**src/rtl/double_buffer_swap_ctrl_if.sv**
```systemverilog
// Writer/reader handshake bundle for double_buffer_swap_ctrl.
// master: HDMI writer + matrix reader side; slave: the swap controller.
interface double_buffer_swap_ctrl_if #(
  parameter int ADDRESS_DEPTH = 512,
  parameter int BANK_COUNT    = 3
);
  localparam int AW = $clog2(ADDRESS_DEPTH);
  localparam int BW = ($clog2(BANK_COUNT) > 0) ? $clog2(BANK_COUNT) : 1;

  logic          wr_valid;
  logic [BW-1:0] wr_bank;
  logic          wr_frame_end;
  logic          wr_ready;
  logic [1:0]    wr_ce;
  logic [BW-1:0] wr_bank_q;
  logic [AW-1:0] wr_addr;
  logic          rd_frame_done;
  logic          rd_sel;
  logic          frame_valid;
  logic          swap_pulse;
  logic          overflow;

  modport master (
    output wr_valid, wr_bank, wr_frame_end, rd_frame_done,
    input  wr_ready, wr_ce, wr_bank_q, wr_addr, rd_sel, frame_valid,
           swap_pulse, overflow
  );

  modport slave (
    input  wr_valid, wr_bank, wr_frame_end, rd_frame_done,
    output wr_ready, wr_ce, wr_bank_q, wr_addr, rd_sel, frame_valid,
           swap_pulse, overflow
  );
endinterface

```
**src/rtl/double_buffer_swap_ctrl.sv**
```systemverilog
// Double-buffer swap controller: generates per-bank write addresses and
// buffer write enables for the buffer being filled, and swaps the buffers
// once the writer has ended a frame and the reader has finished its frame.
// Optional feature macro: DOUBLE_BUFFER_FRAME_DROP_EN -- while waiting for
// the reader, keep accepting (and discarding) words and count dropped frames
// on drop_count instead of stalling the writer.
module double_buffer_swap_ctrl #(
  parameter int ADDRESS_DEPTH = 512,
  parameter int BANK_COUNT    = 3,
  parameter int FRAME_WORDS   = 512
) (
  input  logic        clk,
  input  logic        reset,
`ifdef DOUBLE_BUFFER_FRAME_DROP_EN
  output logic [15:0] drop_count,
`endif
  double_buffer_swap_ctrl_if.slave bus
);
  localparam int AW = $clog2(ADDRESS_DEPTH);
  localparam int BW = ($clog2(BANK_COUNT) > 0) ? $clog2(BANK_COUNT) : 1;
  localparam logic [AW:0] FRAME_LIM = (AW+1)'(FRAME_WORDS);
  localparam logic [AW:0] CNT_ONE   = (AW+1)'(1);
  localparam logic [BW:0] BANK_LIM  = (BW+1)'(BANK_COUNT);

  typedef enum logic [1:0] {
    ST_IDLE    = 2'd0,
    ST_FILL    = 2'd1,
    ST_PENDING = 2'd2,
    ST_SWAP    = 2'd3
  } state_t;

  state_t        state_r, state_next_s;
  logic          wr_ready_r, ready_next_s;
  logic          wr_sel_r, rd_sel_r;
  logic          frame_valid_r, swap_pulse_r, overflow_r;
  logic [1:0]    wr_ce_r;
  logic [BW-1:0] wr_bank_q_r;
  logic [AW-1:0] wr_addr_r;
  logic [AW:0]   cnt_r [BANK_COUNT];
  logic [AW:0]   cur_cnt_s;
  logic          accept_s, bank_ok_s, drop_mode_s, write_s, ovf_hit_s;

  assign bus.wr_ready    = wr_ready_r;
  assign bus.wr_ce       = wr_ce_r;
  assign bus.wr_bank_q   = wr_bank_q_r;
  assign bus.wr_addr     = wr_addr_r;
  assign bus.rd_sel      = rd_sel_r;
  assign bus.frame_valid = frame_valid_r;
  assign bus.swap_pulse  = swap_pulse_r;
  assign bus.overflow    = overflow_r;

  // Next-state decode: the swap happens only once both sides have finished.
  always_comb begin
    state_next_s = state_r;
    case (state_r)
      ST_IDLE: begin
        if (bus.wr_frame_end) state_next_s = ST_SWAP;
        else                  state_next_s = ST_IDLE;
      end
      ST_FILL: begin
        if (bus.wr_frame_end && bus.rd_frame_done) state_next_s = ST_SWAP;
        else if (bus.wr_frame_end)                 state_next_s = ST_PENDING;
        else                                       state_next_s = ST_FILL;
      end
      ST_PENDING: begin
        if (bus.rd_frame_done) state_next_s = ST_SWAP;
        else                   state_next_s = ST_PENDING;
      end
      ST_SWAP: state_next_s = ST_FILL;
      default: state_next_s = ST_IDLE;
    endcase
`ifdef DOUBLE_BUFFER_FRAME_DROP_EN
    ready_next_s = (state_next_s != ST_SWAP);
`else
    ready_next_s = (state_next_s == ST_IDLE) || (state_next_s == ST_FILL);
`endif
  end

  // State register; wr_ready is registered from the next state.
  always_ff @(posedge clk) begin
    if (reset) begin
      state_r    <= ST_IDLE;
      wr_ready_r <= 1'b1;
    end else begin
      state_r    <= state_next_s;
      wr_ready_r <= ready_next_s;
    end
  end

  // Select the running word count of the addressed bank (0 if out of range).
  always_comb begin
    cur_cnt_s = '0;
    for (int b = 0; b < BANK_COUNT; b++) begin
      if (bus.wr_bank == BW'(b)) cur_cnt_s = cnt_r[b];
      else                       cur_cnt_s = cur_cnt_s;
    end
  end

  // Classify an accepted word as written, dropped on overflow, or discarded.
  always_comb begin
    accept_s  = bus.wr_valid && wr_ready_r;
    bank_ok_s = ({1'b0, bus.wr_bank} < BANK_LIM);
`ifdef DOUBLE_BUFFER_FRAME_DROP_EN
    drop_mode_s = (state_r == ST_PENDING);
`else
    drop_mode_s = 1'b0;
`endif
    write_s   = 1'b0;
    ovf_hit_s = 1'b0;
    if (accept_s && bank_ok_s && !drop_mode_s) begin
      if (cur_cnt_s == FRAME_LIM) ovf_hit_s = 1'b1;
      else                        write_s   = 1'b1;
    end else begin
      write_s   = 1'b0;
      ovf_hit_s = 1'b0;
    end
  end

  // Registered write port, buffer selects, frame status and sticky overflow.
  always_ff @(posedge clk) begin
    if (reset) begin
      wr_ce_r       <= 2'b00;
      wr_bank_q_r   <= '0;
      wr_addr_r     <= '0;
      wr_sel_r      <= 1'b0;
      rd_sel_r      <= 1'b1;
      frame_valid_r <= 1'b0;
      swap_pulse_r  <= 1'b0;
      overflow_r    <= 1'b0;
    end else begin
      swap_pulse_r <= (state_r == ST_SWAP);
      if (write_s) begin
        wr_ce_r     <= wr_sel_r ? 2'b10 : 2'b01;
        wr_bank_q_r <= bus.wr_bank;
        wr_addr_r   <= cur_cnt_s[AW-1:0];
      end else begin
        wr_ce_r <= 2'b00;
      end
      if (ovf_hit_s) overflow_r <= 1'b1;
      if (state_r == ST_SWAP) begin
        wr_sel_r      <= ~wr_sel_r;
        rd_sel_r      <= wr_sel_r;
        frame_valid_r <= 1'b1;
      end
    end
  end

  // Per-bank word counters; cleared on every swap (no accept can occur then).
  always_ff @(posedge clk) begin
    for (int b = 0; b < BANK_COUNT; b++) begin
      if (reset || (state_r == ST_SWAP)) begin
        cnt_r[b] <= '0;
      end else if (write_s && (bus.wr_bank == BW'(b))) begin
        cnt_r[b] <= cnt_r[b] + CNT_ONE;
      end else begin
        cnt_r[b] <= cnt_r[b];
      end
    end
  end

`ifdef DOUBLE_BUFFER_FRAME_DROP_EN
  logic [15:0] drop_count_r;
  assign drop_count = drop_count_r;

  // Saturating count of frames the writer ended while the reader was busy.
  always_ff @(posedge clk) begin
    if (reset) begin
      drop_count_r <= 16'd0;
    end else if ((state_r == ST_PENDING) && bus.wr_frame_end &&
                 (drop_count_r != 16'hFFFF)) begin
      drop_count_r <= drop_count_r + 16'd1;
    end else begin
      drop_count_r <= drop_count_r;
    end
  end
`endif
endmodule

```
**src/flat_wrapper.sv**
```systemverilog
// flat-port wrapper written by rule: the top's interface ports become plain ports
module double_buffer_swap_ctrl_flat 
#(
  parameter int ADDRESS_DEPTH = 512,
  parameter int BANK_COUNT    = 3,
  parameter int FRAME_WORDS   = 512
)
  (clk, reset, bus_wr_valid, bus_wr_bank, bus_wr_frame_end, bus_rd_frame_done, bus_wr_ready, bus_wr_ce, bus_wr_bank_q, bus_wr_addr, bus_rd_sel, bus_frame_valid, bus_swap_pulse, bus_overflow);
  double_buffer_swap_ctrl_if #(.ADDRESS_DEPTH(ADDRESS_DEPTH), .BANK_COUNT(BANK_COUNT)) bus_i ();
  input  logic clk;
  input  logic reset;
  input wire logic [$bits(bus_i.wr_valid)-1:0] bus_wr_valid;
  input wire logic [$bits(bus_i.wr_bank)-1:0] bus_wr_bank;
  input wire logic [$bits(bus_i.wr_frame_end)-1:0] bus_wr_frame_end;
  input wire logic [$bits(bus_i.rd_frame_done)-1:0] bus_rd_frame_done;
  output wire logic [$bits(bus_i.wr_ready)-1:0] bus_wr_ready;
  output wire logic [$bits(bus_i.wr_ce)-1:0] bus_wr_ce;
  output wire logic [$bits(bus_i.wr_bank_q)-1:0] bus_wr_bank_q;
  output wire logic [$bits(bus_i.wr_addr)-1:0] bus_wr_addr;
  output wire logic [$bits(bus_i.rd_sel)-1:0] bus_rd_sel;
  output wire logic [$bits(bus_i.frame_valid)-1:0] bus_frame_valid;
  output wire logic [$bits(bus_i.swap_pulse)-1:0] bus_swap_pulse;
  output wire logic [$bits(bus_i.overflow)-1:0] bus_overflow;
  assign bus_i.wr_valid = bus_wr_valid;
  assign bus_i.wr_bank = bus_wr_bank;
  assign bus_i.wr_frame_end = bus_wr_frame_end;
  assign bus_i.rd_frame_done = bus_rd_frame_done;
  assign bus_wr_ready = bus_i.wr_ready;
  assign bus_wr_ce = bus_i.wr_ce;
  assign bus_wr_bank_q = bus_i.wr_bank_q;
  assign bus_wr_addr = bus_i.wr_addr;
  assign bus_rd_sel = bus_i.rd_sel;
  assign bus_frame_valid = bus_i.frame_valid;
  assign bus_swap_pulse = bus_i.swap_pulse;
  assign bus_overflow = bus_i.overflow;
  double_buffer_swap_ctrl #(.ADDRESS_DEPTH(ADDRESS_DEPTH), .BANK_COUNT(BANK_COUNT), .FRAME_WORDS(FRAME_WORDS)) u_core (.clk(clk), .reset(reset), .bus(bus_i));
endmodule
```
**config.mk**
```make
export PLATFORM = sky130hd
export DESIGN_NAME = double_buffer_swap_ctrl_flat
export DESIGN_NICKNAME = d
export VERILOG_FILES = /design/src/rtl/double_buffer_swap_ctrl_if.sv /design/src/rtl/double_buffer_swap_ctrl.sv /design/src/flat_wrapper.sv
export SDC_FILE = /design/constraint.sdc
export NUM_CORES = 1
export LEC_CHECK = 0
export ABC_AREA = 1
export BUFFER_PORTS_ARGS = -buffer_cell sky130_fd_sc_hd__buf_2
export CORE_ASPECT_RATIO = 1.1
export CORE_MARGIN = 8
export CORE_UTILIZATION = 35
export CTS_CLUSTER_DIAMETER = 30
export DETAILED_ROUTE_END_ITERATION = 16
export SLEW_MARGIN = 20
export SYNTH_ARGS = -nofsm -noshare
export SYNTH_HDL_FRONTEND = slang
export SYNTH_SLANG_ARGS = --single-unit
```
**constraint.sdc**
```tcl
create_clock -name clk -period 2.8 [get_ports clk]
set_clock_uncertainty 0.2 [all_clocks]
set_input_delay 0.42 -clock clk [delete_from_list [all_inputs] [get_ports clk]]
set_output_delay 0.42 -clock clk [all_outputs]
set_load 0.05 [all_outputs]
```
==> impl_metrics.ini, run 1 <==
[critical_path]
r2r_setup_slack_ps = 670
cp_slowest_cell = buf_2
regToRegEndpoint = u_core.cnt_r[1][0]$_SDFFCE_PN0P_
crit_type = input port to register
worstPathArrival_ps = 1990
path_cells = buf_2 -> inv_2 -> nor2_1 -> nand2_1 -> o211ai_1 -> nor2_1 -> nand3_4 -> nand2_2 -> o21ai_0 -> buf_4
rr_startpoint = u_core.cnt_r[1][4]$_SDFFCE_PN0P_
max_stage_delay_ps = 230
worst_setup_path_end_kind = register
start_kind = input port
cp_common_cell = nor2_1
worstPathRequired_ps = 2620
crit_fanout = 13
r2r_cells = 8

[power]
p_int_w = 0.00113
switching_power_w = 0.000481
p_total_w = 0.00161
switching_share_pct = 29.8
vdd_drop_max_v = 0.000262
p_seq_share_pct = 55.8
p_leak_nw = 1.23
powerDensity_nw_per_um2 = 564
combPwrFrac_pct = 15.6
p_clk_share_pct = 28.6

[synthesis]
postSynthCellCount = 299
ys.warnings.count = 0
yosys-top-cells-count = nor2_1, nand2_1, nand3_1, edfxtp_1, inv_1
ys_ff_latch = 51
async_flop_share_pct = 0
synth_top_area_share_pct = 35.5
seq_area_frac_synth_pct = 52.1
syn_nets = 309
ys_types = 27
synth_area_um2 = 2530
yosys_most_used_dff = edfxtp_1
synth_area_leaders = edfxtp_1, dfxtp_1, nor2_1
synthMostInstantiatedCell = nor2_1
post-synth-top-area-cell = edfxtp_1
synth_edf_count = 30
synth_area_per_cell_um2 = 8.48

[timing]
grt_setup_unrepaired = false
finalMaxSlewViolations = 0
max_slew.worst_pin.slew_ps = 487
hold_viol = 0
fmax_mhz = 460
slew_headroom_pct = 67.2
fin_crit_sh_pct = 77.6
fin_crit_ps = 2170
setup_viol = 0
fin_setup_tns_ps = 0

[drt]
drt_drc_violations_left = 0
detail-route-antenna-nets = 0
wirelength_um = 5500
wire_per_inst_um = 13.2
drt_iter0_markers = 136
first_pass_iters = 4
vias = 2025
vias_per_cell = 4.88

[hold_path]
hold_path_depth = 2
hold_class = input port to register
worstHoldStart = bus_wr_frame_end
hold_end = u_core.bus.wr_ready$_SDFF_PP1_

[layout]
final_util_pct = 40.8
final_cell_area_um2 = 2860
fin_nets = 339
syn_to_final_growth_pct = 12.6
fillers = 711
final_cells = 415
antennaDiodeCount = 0
drive_above_1_share_pct = 14.8

[global_routing]
grt_usage_pct = 11.0
grt_antenna_before_repair = 0
grt_pass1_vias = 1977
grt-ovfl-total = 0
grt_max_degree = 20
grt_pass1_wl_um = 9340

[clock_network]
cts.path.max_buffers = 2
cts_hold_buf = 0
numClockSinks = 51
htree_levels = 2
clk_pin_slew_worst_paths_ps = 90
ctsResizeCount = 0
clk-insertion-delay-late_ps = 310
post_cts_buffers = 0
cts_root_buffer = clkbuf_8
cts-buffers-inserted = 5
tritoncts = done

[floorplanning]
pin_count = 25
dieArea_um2 = 10200
rows = 32
core_area_um2 = 7010
start_util_pct = 36.2
die_y_um = 105
die_w_um = 97.1

[outcome]
status = finished, final reports clean

[placed_design]
dp.cells = 407
gp_congestion = 0.872
dp_hpwl_um = 4100
placed_area_um2 = 2760
placement.io_buffers = 24

[flow_run]
maxCapViolCount = 0
[layout make-up]
cell class	instances	area (um2)	area share, %
tap	85	106	3.72
clock inverter	2	15.0	0.526
sequential	51	1320	46.3
clock buffer	6	82.6	2.89
multi-input combinational	211	1060	37.1
timing repair buffer	28	150	5.26
inverter	32	120	4.21
[metrics by stage]
step | setup slack (ps) | hold WS (ps)
6_report | 628 | 198
5_1_grt | 418 | 227
4_1_cts | 633 | 194
3_5_place_dp | 300 | 248
3_3_place_gp | 343 | 245
2_1_floorplan | 203 | 243
[registers in the layout (all words and copies together), names as in the netlist]
name / cells
u_core.bus.wr_addr: 9
u_core.bus.frame_valid: 1
u_core.bus.rd_sel: 1
u_core.bus.wr_ready: 1
u_core.state_r: 2
u_core.cnt_r: 30
u_core.bus.overflow: 1
u_core.bus.wr_bank_q: 2
u_core.bus.wr_ce: 2
u_core.bus.swap_pulse: 1
u_core.wr_sel_r: 1
[power by group through the flow]
stage               Combinational [W]  Clock [W]  Sequential [W]
floorplan                    0.000144          0        0.000954
global placement             0.000250          0        0.000915
detailed placement           0.000253          0        0.000916
CTS                          0.000253   0.000472        0.000899
global route                 0.000282   0.000502        0.000907
finish                       0.000251   0.000461        0.000899
[per-layer routing]
| metal | vias to the layer above | part of all wire [%] | track usage [%] | routed length, um |
|---|---|---|---|---|
| li1 | 1050 | - | - | - |
| met1 | 923 | 45 | 14.0 | 2480 |
| met2 | 48 | 48 | 17.8 | 2630 |
| met3 | 4 | 6.0 | 2.61 | 330 |
| met4 | 0 | 1.1 | 3.96 | 61 |
| met5 | - | 0 | 0 | 0 |
[cell families after synthesis]
| group | Yosys count | share of synthesized area (%) |
|---|---|---|
| simple gates | 162 | 28.6 |
| flops | 51 | 52.1 |
| buf+inv | 37 | 6.07 |
| compound gates | 30 | 6.17 |
| xor+xnor | 16 | 5.53 |
| fa+ha+maj | 3 | 1.48 |
[critical path, delay by kind of cell]
kind / cells / cell delay, ps
AOI/OAI and AO/OA: 2 / 310
buffers and inverters: 3 / 590
and+or+nand+nor: 5 / 670
[placed cells by master (no fill, tap or decap), types with 4 or more instances in the layout]
cell      instances
nor2_1           59
nand2_1          46
nand3_1          37
edfxtp_1         30
inv_1            29
buf_2            24
dfxtp_1          21
a21oi_1          18
xor2_1           12
o21ai_0           9
nor3_1            6
clkbuf_8          6
nor2_2            4
xnor2_1           4
buf_4             4
[worst max-delay path by stage]
stage                         startpoint                          endpoint  slack [ps]  cells past startpoint
after floorplan           bus_wr_bank[1]  u_core.cnt_r[0][0]$_SDFFCE_PN0P_         200                      8
after global placement    bus_wr_bank[0]  u_core.cnt_r[0][1]$_SDFFCE_PN0P_         340                     10
after detailed placement  bus_wr_bank[0]  u_core.cnt_r[0][0]$_SDFFCE_PN0P_         300                     10
after CTS                 bus_wr_bank[0]  u_core.cnt_r[0][9]$_SDFFCE_PN0P_         630                     10
after global routing      bus_wr_bank[0]  u_core.cnt_r[2][9]$_SDFFCE_PN0P_         420                     10
final                     bus_wr_bank[0]  u_core.cnt_r[0][5]$_SDFFCE_PN0P_         630                     10
Note: power is estimated with default switching activity, not from simulation.
==> run 2: changes to the inputs <==
==> constraint.sdc (replaced) <==
create_clock -name clk -period 2 [get_ports clk]
set_clock_uncertainty 0.2 [all_clocks]
set_input_delay 0.3 -clock clk [delete_from_list [all_inputs] [get_ports clk]]
set_output_delay 0.3 -clock clk [all_outputs]
set_load 0.05 [all_outputs]
==> run 2 against run 1 <==
- setup slack got worse by 550 ps
- total power increased by 46%
- register-to-register slack got worse by 590 ps
- global-route usage increased by 0.061 points
- utilization increased by 4.7 points
- via count increased by 5.9%
- wire length increased by 3.5%
- critical path depth decreased by 1
- count of clock-buffer cells in the layout increased by 1
- first-iteration DRC count decreased by 49%
- non-clock buffer count increased by 35
- die area unchanged
- largest power group unchanged
==> impl_metrics.ini, run 2 (same netlist as run 1, synthesis figures left out) <==
[timing]
fmax_mhz = 521
hold_viol = 0
fin_crit_ps = 1920
fin_setup_tns_ps = 0
setup_viol = 0
finalMaxSlewViolations = 0
max_slew.worst_pin.slew_ps = 334
fin_crit_sh_pct = 96.0
slew_headroom_pct = 77.5

[critical_path]
cp-endpoint = u_core.cnt_r[2][6]$_SDFFCE_PN0P_
cp_slowest_cell = edfxtp_1
start_kind = register
crit_type = register to register
cp-startpoint = u_core.cnt_r[1][7]$_SDFFCE_PN0P_
worstPathRequired_ps = 1880
crit_fanout = 6
path_cells = nand3_1 -> nand2_1 -> nor2_1 -> nand2_1 -> nor2_2 -> nand3_4 -> nand3_1 -> nand2_1 -> buf_4
rr_startpoint = u_core.cnt_r[1][7]$_SDFFCE_PN0P_
r2r_cells = 9
worst_setup_path_end_kind = register
r2r_setup_slack_ps = 80
regToRegEndpoint = u_core.cnt_r[2][6]$_SDFFCE_PN0P_
max_stage_delay_ps = 460
worstPathArrival_ps = 1800
cp_common_cell = nand2_1

[layout]
final_cell_area_um2 = 3180
regMostFlops = u_core.cnt_r
layout_common_cells = nor2_1, nand2_1, nand3_1, buf_4, edfxtp_1
fin_nets = 374
fillers = 693
largest_reg_flops = 30
drive_above_1_share_pct = 24.1
syn_to_final_growth_pct = 25.5
antennaDiodeCount = 0
final_common_cell = nor2_1

[placed_design]
dp_hpwl_um = 4270
gp_congestion = 0.825
placement.io_buffers = 24
placed_area_um2 = 3020

[power]
p_total_w = 0.00236
switching_share_pct = 28.5
switching_power_w = 0.000672
vdd_drop_max_v = 0.000333
p_int_w = 0.00168
p_clk_share_pct = 27.8
combPwrFrac_pct = 19.1
p_seq_share_pct = 53.1
powerDensity_nw_per_um2 = 740
p_leak_nw = 1.42

[flow_run]
maxCapViolCount = 0

[drt]
first_pass_iters = 4
wirelength_um = 5690
wire_per_inst_um = 12.6
vias = 2144
detail-route-antenna-nets = 0
vias_per_cell = 4.76
drt_iter0_markers = 70
drt_drc_violations_left = 0

[clock_network]
cts_root_buffer = clkbuf_8
htree_levels = 2
tritoncts = done
clk-insertion-delay-late_ps = 310
cts-buffers-inserted = 5
cts.path.max_buffers = 2
clk_pin_slew_worst_paths_ps = 90
numClockSinks = 51

[hold_path]
hold_path_depth = 2
hold_class = input port to register

[outcome]
status = finished, final reports clean

[global_routing]
grt_pass1_wl_um = 9420
grt_usage_pct = 11.1
grt_max_degree = 16
grt_pass1_vias = 2014
grt_antenna_before_repair = 0
grt-ovfl-total = 0

[floorplanning]
die_y_um = 105
die_w_um = 97.1
start_util_pct = 36.2
core_area_um2 = 7010
dieArea_um2 = 10200
rows = 32
pin_count = 25
-- run 2: changes by cell type in the layout (fill, tap and decap cells not counted), moves of 2 or more --
| cell | change |
|---|---|
| buf_12 | +3 |
| nor2_1 | -2 |
| buf_4 | +32 |
| nor2_2 | +2 |
-- run 2: worst min-delay path by stage --
stage	from	to	slack (ps)
finish	bus_wr_frame_end	u_core.bus.wr_ready$_SDFF_PP1_	40
global route	bus_wr_frame_end	u_core.bus.wr_ready$_SDFF_PP1_	50
CTS	bus_wr_frame_end	u_core.bus.wr_ready$_SDFF_PP1_	30
detailed placement	u_core.bus.wr_bank_q[1]$_SDFFE_PP0N_	u_core.bus.wr_bank_q[1]$_SDFFE_PP0N_	250
global placement	u_core.bus.wr_bank_q[1]$_SDFFE_PP0N_	u_core.bus.wr_bank_q[1]$_SDFFE_PP0N_	250
floorplan	reset	u_core.bus.rd_sel$_SDFFE_PP1P_	200
-- run 2: power by group through the flow --
| stage | Combinational, W | Sequential, W | Clock (W) |
|---|---|---|---|
| finish | 0.000450 | 0.00125 | 0.000656 |
| CTS | 0.000431 | 0.00125 | 0.000672 |
| detailed placement | 0.000430 | 0.00128 | 0 |
| floorplan | 0.000205 | 0.00134 | 0 |
| global placement | 0.000425 | 0.00128 | 0 |
| global route | 0.000496 | 0.00126 | 0.000712 |
-- run 2: what timing repair did --
item / CTS / global route
gates resized for setup: 0 / 3
buffers inserted: 0 / 7
endpoints found under the hold margin: 0 / 0
hold buffers: 0 / 0
setup endpoints to repair: 0 / 24
-- run 2: through the flow --
step | instances | setup slack (ps) | hold slack (ps) | util (%)
after global placement | 435 | -51.7 | 249 | 43.1
after global routing | 450 | -6.79 | 51.8 | 45.4
after CTS | 443 | 67.9 | 33.6 | 44.5
after detailed placement | 435 | -58.6 | 250 | 43.1
after floorplan | 299 | 85.8 | 197 | -
final | 450 | 80.0 | 35.2 | 45.4
-- run 2: critical path: cells and delay by family, from the launching register on --
family	cells	cell delay [ps]
flops	1	460
simple gates	8	880
buf+inv	1	170
-- run 2: layout make-up --
class / instances / area, um2 / share of cell area, %
timing repair buffer: 63 / 450 / 14.2
multi-input combinational: 211 / 1080 / 34.0
tap: 85 / 106 / 3.34
clock buffer: 7 / 96.3 / 3.03
inverter: 32 / 120 / 3.78
sequential: 51 / 1320 / 41.5
clock inverter: 1 / 6.26 / 0.197
-- run 2: per-layer routing --
metal  share of wire [%]  GRT usage (%)  vias up
li1                    -              -     1119
met1                  45           13.4      981
met2                  48           18.4       34
met3                 4.5           2.74       10
met4                 2.3           4.51        0
met5                   0              0        -
==> run 3: changes to the inputs <==
--- a/config.mk
+++ b/config.mk
@@ -6,7 +6,7 @@
 export NUM_CORES = 1
 export LEC_CHECK = 0
 export ABC_AREA = 1
-export BUFFER_PORTS_ARGS = -buffer_cell sky130_fd_sc_hd__buf_2
+export BUFFER_PORTS_ARGS = -buffer_cell sky130_fd_sc_hd__buf_4
 export CORE_ASPECT_RATIO = 1.1
 export CORE_MARGIN = 8
 export CORE_UTILIZATION = 35
==> run 3 against run 2 <==
- first-iteration DRC count is 11% lower
- total power down 0.63%
- via count shrank 2.5%
- sequential share of layout area is 0.91 points lower
- count of clock-buffer cells in the layout did not move
- combinational power rose by 6.0%
- non-clock buffer count is 3 lower
- largest cell class unchanged
- largest power group unchanged
==> impl_metrics.ini, run 3 (same netlist as run 1, synthesis figures left out) <==
[outcome]
status = finished, final reports clean

[critical_path]
worstPathArrival_ps = 1770
r2r_setup_slack_ps = 90
r2r_cells = 9
crit_type = register to register
worstPathRequired_ps = 1870
regToRegEndpoint = u_core.cnt_r[2][9]$_SDFFCE_PN0P_
rr_startpoint = u_core.cnt_r[2][1]$_SDFFCE_PN0P_
crit_fanout = 6
start_kind = register
worst_setup_path_end_kind = register

[global_routing]
grt_antenna_before_repair = 0
grt_pass1_vias = 2113
grt_usage_pct = 11.4
grt-ovfl-total = 0
grt_pass1_wl_um = 9690
grt_max_degree = 16

[power]
powerDensity_nw_per_um2 = 720
p_leak_nw = 1.39
vdd_drop_max_v = 0.000395

[timing]
setup_viol = 0
max_slew.worst_pin.slew_ps = 352
fin_crit_ps = 1910
fmax_mhz = 525
hold_viol = 0
finalMaxSlewViolations = 0
finalWorstSetupSlack_ps = 94.0
fin_crit_sh_pct = 95.3
fin_setup_tns_ps = 0
slew_headroom_pct = 76.3

[layout]
regMostFlops = u_core.cnt_r
largest_reg_flops = 30
fin_nets = 371
final_cell_area_um2 = 3250
antennaDiodeCount = 0
final_common_cell = buf_4
final_cells = 447
drive_above_1_share_pct = 25.7
syn_to_final_growth_pct = 28.3
final_util_pct = 46.4
layout_common_cells = buf_4, nor2_1, nand2_1, nand3_1, edfxtp_1

[clock_network]
numClockSinks = 51
cts-buffers-inserted = 5
tritoncts = done
clk_pin_slew_worst_paths_ps = 90
cts.path.max_buffers = 2
cts_root_buffer = clkbuf_8
htree_levels = 2
clk-insertion-delay-late_ps = 300

[placed_design]
dp_hpwl_um = 4410
post-place-ws_ps = -60.6
placed_area_um2 = 3060
placement.io_buffers = 24
dp.cells = 435
gp_congestion = 0.837

[floorplanning]
die_y_um = 105
start_util_pct = 36.2
rows = 32
dieArea_um2 = 10200
die_w_um = 97.1
pin_count = 25
core_area_um2 = 7010

[drt]
vias_per_cell = 4.68
drt_iter0_markers = 62
wirelength_um = 5780
vias = 2090
first_pass_iters = 4
wire_per_inst_um = 12.9
detail-route-antenna-nets = 0
drt_drc_violations_left = 0

[hold_path]
hold_class = input port to register
hold_end = u_core.bus.wr_ready$_SDFF_PP1_
hold_path_depth = 2
worstHoldStart = bus_wr_frame_end

[flow_run]
maxCapViolCount = 0
-- run 3: worst max-delay path by stage --
stage / to / slack, ps / cells past startpoint / startpoint
global placement: u_core.cnt_r[1][6]$_SDFFCE_PN0P_ / -10 / 11 / bus_wr_bank[0]
CTS: u_core.cnt_r[1][1]$_SDFFCE_PN0P_ / 70 / 9 / u_core.cnt_r[1][1]$_SDFFCE_PN0P_
global route: u_core.cnt_r[1][1]$_SDFFCE_PN0P_ / -20 / 9 / u_core.cnt_r[2][1]$_SDFFCE_PN0P_
detailed placement: u_core.cnt_r[1][5]$_SDFFCE_PN0P_ / -60 / 11 / bus_wr_bank[0]
finish: u_core.cnt_r[2][9]$_SDFFCE_PN0P_ / 90 / 9 / u_core.cnt_r[2][1]$_SDFFCE_PN0P_
floorplan: u_core.cnt_r[0][0]$_SDFFCE_PN0P_ / 90 / 8 / bus_wr_bank[1]
-- run 3: cell type report --
cell class              count  area (um2)
repair buffers             60         475
flip-flops and latches     51        1320
multi-input cells         211        1140
clock inverters             1        5.00
inverters                  32         120
clock buffers               7        86.3
fillers                   696        3750
well taps                  85         106
-- run 3: report_power, final --
group	total [W]	switching (W)	internal, W
sequential	0.00125	0.0000531	0.00119
combinational	0.000477	0.000290	0.000187
clock	0.000616	0.000336	0.000280
total	0.00234	0.000679	0.00166
-- run 3: critical path, cell delays in order, from the launching register on --
cell      delay (ps)
edfxtp_1         430
nand3_1          100
nand2_1           80
nor2_2           140
nand2_2          100
nor2_4           130
nand3_4          140
nand3_2          110
nand2_1           70
buf_4            170
-- run 3: per-layer routing --
layer / GRT usage, % / part of all wire [%] / up-vias
met5: 0 / 0 / -
met1: 13.2 / 46 / 944
met2: 19.9 / 49 / 27
li1: - / - / 1112
met3: 2.74 / 4.0 / 7
met4: 3.96 / 1.3 / 0
-- run 3: what timing repair did --
| action | CTS | global route |
|---|---|---|
| setup endpoints to repair | 0 | 63 |
| endpoints found under the hold margin | 0 | 0 |
| hold buffers | 0 | 0 |
| resized for setup | 0 | 16 |
| buffers inserted | 0 | 4 |
-- run 3: metrics by stage --
step           hold slack (ps)  power (W)
6_report                  22.1    0.00234
5_1_grt                   49.3    0.00246
4_1_cts                   17.4    0.00234
3_5_place_dp               244    0.00172
3_3_place_gp               246    0.00172
2_1_floorplan              197    0.00154
